===== config.mk =====
export PLATFORM = sky130hd
export DESIGN_NAME = bcd_seg_display
export DESIGN_NICKNAME = d
export VERILOG_FILES = /design/src/rtl/bcd_seg_display.sv
export SDC_FILE = /design/constraint.sdc
export NUM_CORES = 1
export LEC_CHECK = 0
export CORE_MARGIN = 1.5
export CORE_UTILIZATION = 42
export DETAILED_ROUTE_END_ITERATION = 7
export PLACE_DENSITY_LB_ADDON = 0.3
export SLEW_MARGIN = 10
export SYNTH_ARGS = -nofsm -noshare
export SYNTH_HDL_FRONTEND = slang
export SYNTH_SLANG_ARGS = --single-unit

===== constraint.sdc =====
create_clock -name clk -period 3.95 [get_ports clk]
set_input_delay 1.185 -clock clk [delete_from_list [all_inputs] [get_ports clk]]
set_output_delay 1.185 -clock clk [all_outputs]
set_load 0.02 [all_outputs]

===== src/rtl/bcd_seg_display.sv =====
// 8-bit value to 3-digit BCD (double-dabble) or hex nibbles, shown on a
// scanned 3-digit seven-segment display with leading-zero blanking.
//
// state   | meaning
// IDLE    | waiting for a load strobe
// CONVERT | one shift-add-3 step per cycle, 8 steps
// DONE    | publish result, then start pending/new request or idle
module bcd_seg_display #(
    parameter int REFRESH_DIV  = 50000,
    parameter bit COMMON_ANODE = 1'b1
) (
    input  logic        clk,
    input  logic        rst_n,
    input  logic        load,
    input  logic [7:0]  data_in,
    input  logic        hex_mode,
    output logic        busy,
    output logic [11:0] bcd_out,
    output logic        bcd_valid,
    output logic [6:0]  seg,
    output logic [2:0]  an
);

    localparam int CNT_W = (REFRESH_DIV > 2) ? $clog2(REFRESH_DIV) : 1;
    localparam logic [CNT_W-1:0] CNT_MAX = CNT_W'(REFRESH_DIV - 1);

    typedef enum logic [1:0] {
        IDLE    = 2'd0,
        CONVERT = 2'd1,
        DONE    = 2'd2
    } state_t;

    state_t      state_q, state_d;
    logic [19:0] sr_q, sr_d;
    logic [2:0]  step_q, step_d;
    logic        mode_q, mode_d;
    logic        pend_v_q, pend_v_d;
    logic [7:0]  pend_data_q, pend_data_d;
    logic        pend_hex_q, pend_hex_d;
    logic [11:0] bcd_q, bcd_d;
    logic        valid_q, valid_d;
    logic [11:0] disp_q, disp_d;
    logic        disp_hex_q, disp_hex_d;

    logic [CNT_W-1:0] refresh_q;
    logic [1:0]       idx_q;

    logic       go;
    logic [7:0] go_data;
    logic       go_hex;

    function automatic logic [19:0] dd_step(input logic [19:0] v);
        logic [19:0] t;
        t = v;
        if (t[11:8]  >= 4'd5) t[11:8]  = t[11:8]  + 4'd3;
        if (t[15:12] >= 4'd5) t[15:12] = t[15:12] + 4'd3;
        if (t[19:16] >= 4'd5) t[19:16] = t[19:16] + 4'd3;
        return {t[18:0], 1'b0};
    endfunction

    function automatic logic [6:0] seg_pat(input logic [3:0] d);
        logic [6:0] p;
        case (d)
            4'h0: p = 7'b0111111;
            4'h1: p = 7'b0000110;
            4'h2: p = 7'b1011011;
            4'h3: p = 7'b1001111;
            4'h4: p = 7'b1100110;
            4'h5: p = 7'b1101101;
            4'h6: p = 7'b1111101;
            4'h7: p = 7'b0000111;
            4'h8: p = 7'b1111111;
            4'h9: p = 7'b1101111;
            4'hA: p = 7'b1110111;
            4'hB: p = 7'b1111100;
            4'hC: p = 7'b0111001;
            4'hD: p = 7'b1011110;
            4'hE: p = 7'b1111001;
            default: p = 7'b1110001;
        endcase
        return p;
    endfunction

    always_comb begin
        state_d     = state_q;
        sr_d        = sr_q;
        step_d      = step_q;
        mode_d      = mode_q;
        pend_v_d    = pend_v_q;
        pend_data_d = pend_data_q;
        pend_hex_d  = pend_hex_q;
        bcd_d       = bcd_q;
        valid_d     = 1'b0;
        disp_d      = disp_q;
        disp_hex_d  = disp_hex_q;
        go          = 1'b0;
        go_data     = data_in;
        go_hex      = hex_mode;

        case (state_q)
            IDLE: begin
                go = load;
            end
            CONVERT: begin
                sr_d   = dd_step(sr_q);
                step_d = step_q + 3'd1;
                if (step_q == 3'd7) state_d = DONE;
                if (load) begin
                    pend_v_d    = 1'b1;
                    pend_data_d = data_in;
                    pend_hex_d  = hex_mode;
                end
            end
            DONE: begin
                bcd_d      = sr_q[19:8];
                valid_d    = 1'b1;
                disp_d     = sr_q[19:8];
                disp_hex_d = mode_q;
                pend_v_d   = 1'b0;
                state_d    = IDLE;
                // A fresh strobe in this cycle supersedes the buffered one.
                if (load) begin
                    go = 1'b1;
                end else if (pend_v_q) begin
                    go      = 1'b1;
                    go_data = pend_data_q;
                    go_hex  = pend_hex_q;
                end
            end
            default: state_d = IDLE;
        endcase

        if (go) begin
            mode_d = go_hex;
            step_d = 3'd0;
            if (go_hex) begin
                state_d = DONE;
                sr_d    = {4'h0, go_data, 8'h00};
            end else begin
                state_d = CONVERT;
                sr_d    = {12'd0, go_data};
            end
        end
    end

    always_ff @(posedge clk) begin
        if (!rst_n) begin
            state_q     <= IDLE;
            sr_q        <= '0;
            step_q      <= '0;
            mode_q      <= 1'b0;
            pend_v_q    <= 1'b0;
            pend_data_q <= '0;
            pend_hex_q  <= 1'b0;
            bcd_q       <= '0;
            valid_q     <= 1'b0;
            disp_q      <= '0;
            disp_hex_q  <= 1'b0;
        end else begin
            state_q     <= state_d;
            sr_q        <= sr_d;
            step_q      <= step_d;
            mode_q      <= mode_d;
            pend_v_q    <= pend_v_d;
            pend_data_q <= pend_data_d;
            pend_hex_q  <= pend_hex_d;
            bcd_q       <= bcd_d;
            valid_q     <= valid_d;
            disp_q      <= disp_d;
            disp_hex_q  <= disp_hex_d;
        end
    end

    always_ff @(posedge clk) begin
        if (!rst_n) begin
            refresh_q <= '0;
            idx_q     <= 2'd0;
        end else if (refresh_q == CNT_MAX) begin
            refresh_q <= '0;
            idx_q     <= (idx_q == 2'd2) ? 2'd0 : idx_q + 2'd1;
        end else begin
            refresh_q <= refresh_q + 1'b1;
        end
    end

    logic       blank_h, blank_t, blank;
    logic [3:0] digit;
    logic [6:0] seg_hi;
    logic [2:0] an_hi;

    always_comb begin
        blank_h = disp_hex_q || (disp_q[11:8] == 4'd0);
        blank_t = !disp_hex_q && (disp_q[11:8] == 4'd0) && (disp_q[7:4] == 4'd0);
        digit   = disp_q[3:0];
        blank   = 1'b0;
        an_hi   = 3'b001;
        case (idx_q)
            2'd0: begin digit = disp_q[3:0];  blank = 1'b0;    an_hi = 3'b001; end
            2'd1: begin digit = disp_q[7:4];  blank = blank_t; an_hi = 3'b010; end
            2'd2: begin digit = disp_q[11:8]; blank = blank_h; an_hi = 3'b100; end
            default: begin blank = 1'b1; an_hi = 3'b000; end
        endcase
        seg_hi = blank ? 7'b0000000 : seg_pat(digit);
    end

    assign seg       = COMMON_ANODE ? ~seg_hi : seg_hi;
    assign an        = COMMON_ANODE ? ~an_hi : an_hi;
    assign busy      = (state_q != IDLE);
    assign bcd_out   = bcd_q;
    assign bcd_valid = valid_q;

endmodule


# [Word level (Yosys, flattened, before mapping)]
# Memory sizes are Yosys's and may differ from the RTL's.
# Cells that the tools add are included.
[totals] ramBits=0 latchBits=0 inputBits=12 regBits=68 output_inout_bits=24 romBits=112 mem_count=1
[memory_table] memory="(no name shown)" depth=16 word_bits=7 rd=1 rd_ports_with_merged_regs=0 write_ports=0 line="63" text="case (d)"
[op_classes] n_eq_ne=9 muxes=27 order_cmp=3 n_addsub=6 div=0 reduce_logical=16 n_bitwise=3 n_mul=0 n_shift=0
[ops] op="2-to-1 mux 20 bit" count=2
[ops] op="2-to-1 mux 8 bit" count=3
[ops] op="adder 16 x 1 -> 16 bit (second input constant)" count=1
[ops] op="== test 16 bit (second input constant)" count=1
[ops] op="2-to-1 mux 16 bit" count=1
[ops] op="greater-or-equal comparator 4 x 3 -> 1 bit (second input constant)" count=3
[ops] op="one-hot mux 3 bit (3 select lines)" count=1
[ops] op="adder 4 x 2 -> 4 bit (second input constant)" count=2
[ops] op="logical NOT 4 bit" count=2
[ops] op="2-to-1 mux 2 bit" count=4
[ops] op="2-to-1 mux 4 bit" count=2
[ops] op="one-hot mux 4 bit (2 select lines)" count=1
[ops] op="2-to-1 mux 1 bit" count=7
[ops] op="2-to-1 mux 7 bit" count=1
[ops] op="inverter 7 bit" count=1
[ops] op="AND reduction 2 bit" count=3
[ops] op="nonzero test 2 bit" count=3
[ops] op="== test 2 x 1 -> 1 bit (second input constant)" count=2
[ops] op="== test 2 bit (second input constant)" count=2
[ops] op="logical NOT 2 bit" count=2
[ops] op="inequality test 2 bit (second input constant)" count=2
[ops] op="one-hot mux 1 bit (2 select lines)" count=2
[ops] op="one-hot mux 2 bit (2 select lines)" count=1
[ops] op="OR reduction 2 bit" count=2
[ops] op="other kinds (12)" count=13

# [Longest topological paths before layout]
[depth] word_depth=6 depth_mapped=10 depth_no_buf=9

# [Worst setup path before layout]
# No wires, ideal clock.
[synth_path] kind="register -> output" start="register idx_q[0]" end="output port seg[0]" setup_slack_ns=0.418 t_arrival_ns=2.347 required_time_ns=2.765 path_buffers=1 path_stages_with_launch=10 cell_sequence="dfxtp_1 > inv_1 > ha_1 > buf_2 > mux2i_1 > inv_1 > ha_1 > or3_1 > o21ai_0 > a22oi_2"
[synth_between] elab_chain_cells=5 word_cells_on_any_way=8 classes_between="eq/ne: 2; mux: 3; bitwise: 1; reduce/logical: 1; memory: 1"
[synth_lines] item="from (decl)" line="46" text="logic [1:0] idx_q;"
[synth_lines] item="from (signal assigned)" line="180" text="idx_q <= (idx_q == 2'd2) ? 2'd0 : idx_q + 2'd1;"
[synth_lines] item="== test 2 bit / == test 2 x 1 -> 1 bit (equally long branches)" line="197" text="case (idx_q)"
[synth_lines] item="one-hot mux 4 bit (2 select lines)" line="197"
[synth_lines] item="memory (16 x 7 bit)"
[synth_lines] item="2-to-1 mux 7 bit (*)" line="203" text="seg_hi = blank ? 7'b0000000 : seg_pat(digit);"
[synth_lines] item="inverter 7 bit (*)" line="206" text="assign seg = COMMON_ANODE ? ~seg_hi : seg_hi;"
[synth_lines] item="to (decl)" line="20" text="output logic [6:0] seg,"
# Mark *: on every way between the ends. The rest lies on a longest branch, timed or not.

# [Final worst setup path]
[layout_path] start="register idx_q[0]" end="output port seg[5]"
# The elaborated chain is that of the path after synthesis.

==> impl_metrics.toml <==
[pwr]
power_per_cell_area_nw_per_um2 = 357
total_power_uw = 1550
vdd_ir_drop_max_mv = 0.234
cellLeakagePower_uw = 0.00173

[synth]
synth_largest_type_area_fraction = 0.374
post_synth_fa_ha_maj_area_fraction = 0.0757
async_flop_share = 0
yosysWarningCount = 0
synth_cell_types = 50
synth_mux_area_frac = 0.0444
synth_xor_area_frac = 0.0457
syn-mean-instance-area_um2 = 8.36
main_combinational_cell_family_by_area_after_synthesis = "simple AND/OR/NAND/NOR gates"
synth-edff-count = 0
synth_sequential_area_ratio = 0.374
yosysTopAreaCell = "dfxtp_1"
synth-simple-area-share = 0.212
syn_area_um2 = 3640
syn-num-nets = 469
dominantRegCellSynth = "dfxtp_1"
synth_seq_cells = 68
synthTopCellsByArea = "dfxtp_1 37%, ha_1 7.6%, nand2_1 7.4%"
synth_compound_gate_area_share = 0.205
netlist_instances = 435

[worst_setup_path]
reg2reg_from = "state_q[0]"
setup.reg_to_reg.worst_slack_ns = 1.86
endpoint_arrival_time_on_the_critical_path_ns = 2.58
critical_path_maximum_fanout = 5
critical_path_sink_type = "output pin"
timing.rr.end = "sr_q[19]"
critPathRequiredTime_ns = 2.76
worstSetupStartpoint = "idx_q[0]"
critical_path.slowest_cell = "ha_2"
critical_path.top_delay_family = "adder cells"
worstSetupStartpointType = "register"
r2r_cells = 6
critPathBufInv = 3
path_common_cell = "inv_1"
worst-setup-path-type = "reg -> out"
path_cells = "inv_1, ha_2, mux2i_2, inv_1, ha_1, nand2_1, o21ai_0, a221o_1, dlygate4sd2_1"
slowest_delay_ns = 0.39

[cts]
htree_num_levels = 3
tritoncts.num_buffers = 9
root_buffer = "clkbuf_8"
tritoncts = "yes"
number_of_buffers_inserted_for_hold_repair_after_clock_tree_synthesis = 0
clk_path_buf_depth = 2
worstSkewPairLatency_ns = 0.33
clkSinkCount = 68
cts.clk_slew.worst_paths_ns = 0.07

[timing]
period_needed_ns = 3.77
slew_violations = 0
max-slew-margin-rel = 0.386
skew_ns = 0.0101
maximum_clock_frequency_mhz = 265
fin_setup_tns_ns = 0
report.final.hold_viol_count = 0
setup_viols_final = 0
max_slew.worst_pin.slew_ns = 0.919
timing.final.crit_share = 0.954
rsz0062_at_grt = "no"

[routing]
dr.pass1.iters = 4
route.detailed.wl_per_inst_um = 13.0
postRouteAntennaNets = 0
vias = 3080
wirelength_mm = 7.53
detail_route.drc_violations = 0
detail_route.iter0.violations = 140
via_per_instance_ratio = 5.31

[worst_hold_path]
worst_hold_path.endpoint = "refresh_q[0]"
min-delay-start = "refresh_q[0]"
hold_path_class = "reg -> reg"
hold_depth = 1

[grt]
remaining_overflow_grt = 0
first_global_vias = 2886
grt_max_degree = 31
track_usage = 0.181
global_route_wire_length_before_repair_mm = 12.9
number_of_antenna_violations_at_the_first_check_in_global_routing = 0

[placed_design]
routability_congestion = 0.814
place_hpwl_mm = 5.49
port-buffer-count = 35

[layout]
final_layout_size_suffix_gt1_frac = 0.0863
finalNetCount = 504
antenna-diode-count = 0
highest_count_cells_in_the_layout_ignoring_fill_and_taps = "72 x nand2_1, 66 x dfxtp_1, 44 x nor2_1"
layout_commonest_cell = "nand2_1"
synthToLayoutAreaGrowth_pct = 19.3

[status]
status = "finished clean"

[floorplan]
die-height_um = 96.1
design.die.area_um2 = 9230
floorplan.initialDensity = 0.438
placement_rows = 33
die-width_um = 96.1
top_level_ports = 36
core_um2 = 8300

[run]
maxCapViolCount = 0
==> where the power goes <==
part           internal (µW)  leakage (µW)  switching (µW)
sequential               713      0.000554            27.2
clock                    355      0.000102             262
combinational           86.9       0.00107             104
total                   1160       0.00173             393
==> synth_stat cells, drive strengths merged (2+ instances only) <==
| cell type | instances |
|---|---|
| and3 | 4 |
| a21boi | 23 |
| or3 | 3 |
| and2 | 8 |
| a21oi | 17 |
| clkbuf | 13 |
| o221ai | 3 |
| nand3 | 4 |
| a221o | 2 |
| o221a | 2 |
| nand2 | 72 |
| nor2 | 44 |
| o21a | 2 |
| xor2 | 2 |
| nor3b | 4 |
| nand2b | 5 |
| inv | 19 |
| o22ai | 15 |
| buf | 7 |
| a211oi | 3 |
| xnor2 | 17 |
| o21ai | 11 |
| ha | 22 |
| nand4 | 2 |
| a22oi | 3 |
| a21o | 4 |
| dfxtp | 68 |
| o211a | 11 |
| mux2i | 15 |
| nor3 | 10 |
| nor2b | 6 |
==> how the worst max path moves through the flow <==
stage                  end  slack, ns  depth (start not counted)
floorplan           seg[0]       0.42                          9
global placement    seg[0]       0.22                         10
detailed placement  seg[3]       0.13                         10
CTS                 seg[2]      0.003                          8
global route        seg[3]       0.02                          9
finish              seg[5]       0.18                          9
==> kinds of logic after synthesis <==
group | Yosys count
xor+xnor | 19
fa+ha+maj | 22
buf+inv | 39
simple gates | 168
compound gates | 103
flops | 68
mux | 16
==> state kept, by name (all words and copies together), names as in the netlist <==
signal and cells:
bcd_valid 1, sr_q 20, step_q 3, pend_v_q 1
pend_data_q 8, disp_hex_q 1, state_q 2, disp_q 12
mode_q 1, idx_q 2, refresh_q 16, pend_hex_q 1
==> worst register-to-register path, delay by kind of cell (launching register included) <==
kind / cells / cell delay [ns]
buffers and inverters: 1 / 0.27
AND/OR/NAND/NOR: 2 / 0.63
AO/OA/AOI/OAI: 3 / 0.54
flip-flops: 1 / 0.54
==> cell type report <==
cell class / count / area (µm²)
sequential: 68 / 1360
multi-input combinational: 328 / 2140
timing repair buffer: 44 / 417
inverter: 19 / 71.3
clock buffer: 10 / 128
tap: 105 / 131
fill: 804 / 3960
clock inverter: 6 / 88.8
==> metal layers <==
metal,routed length [µm],track usage,up-vias,share of wire
li1,-,-,1579,-
met1,3570,0.225,1433,0.47
met2,3590,0.311,58,0.48
met3,262,0.0269,10,0.035
met4,102,0.0723,0,0.014
met5,0,0,-,0
==> per-stage QoR <==
step | hold slack (ns) | std cells | area [µm²] | utilization | setup WS [ns]
5_1_grt | 0.476 | 580 | 4340 | 0.523 | 0.0241
3_3_place_gp | 0.422 | 562 | 4090 | 0.493 | 0.219
3_5_place_dp | 0.435 | 562 | 4090 | 0.493 | 0.133
4_1_cts | 0.446 | 578 | 4310 | 0.519 | 0.00304
2_1_floorplan | 0.413 | 435 | 3640 | - | 0.418
6_report | 0.442 | 580 | 4340 | 0.523 | 0.182
==> repair_timing <==
item / in CTS / in global routing
setup endpoints to repair: 7 / 6
pin swaps: 0 / 1
resized for setup: 7 / 10
setup buffers: 0 / 2
Power figures use the tool's default switching activity.
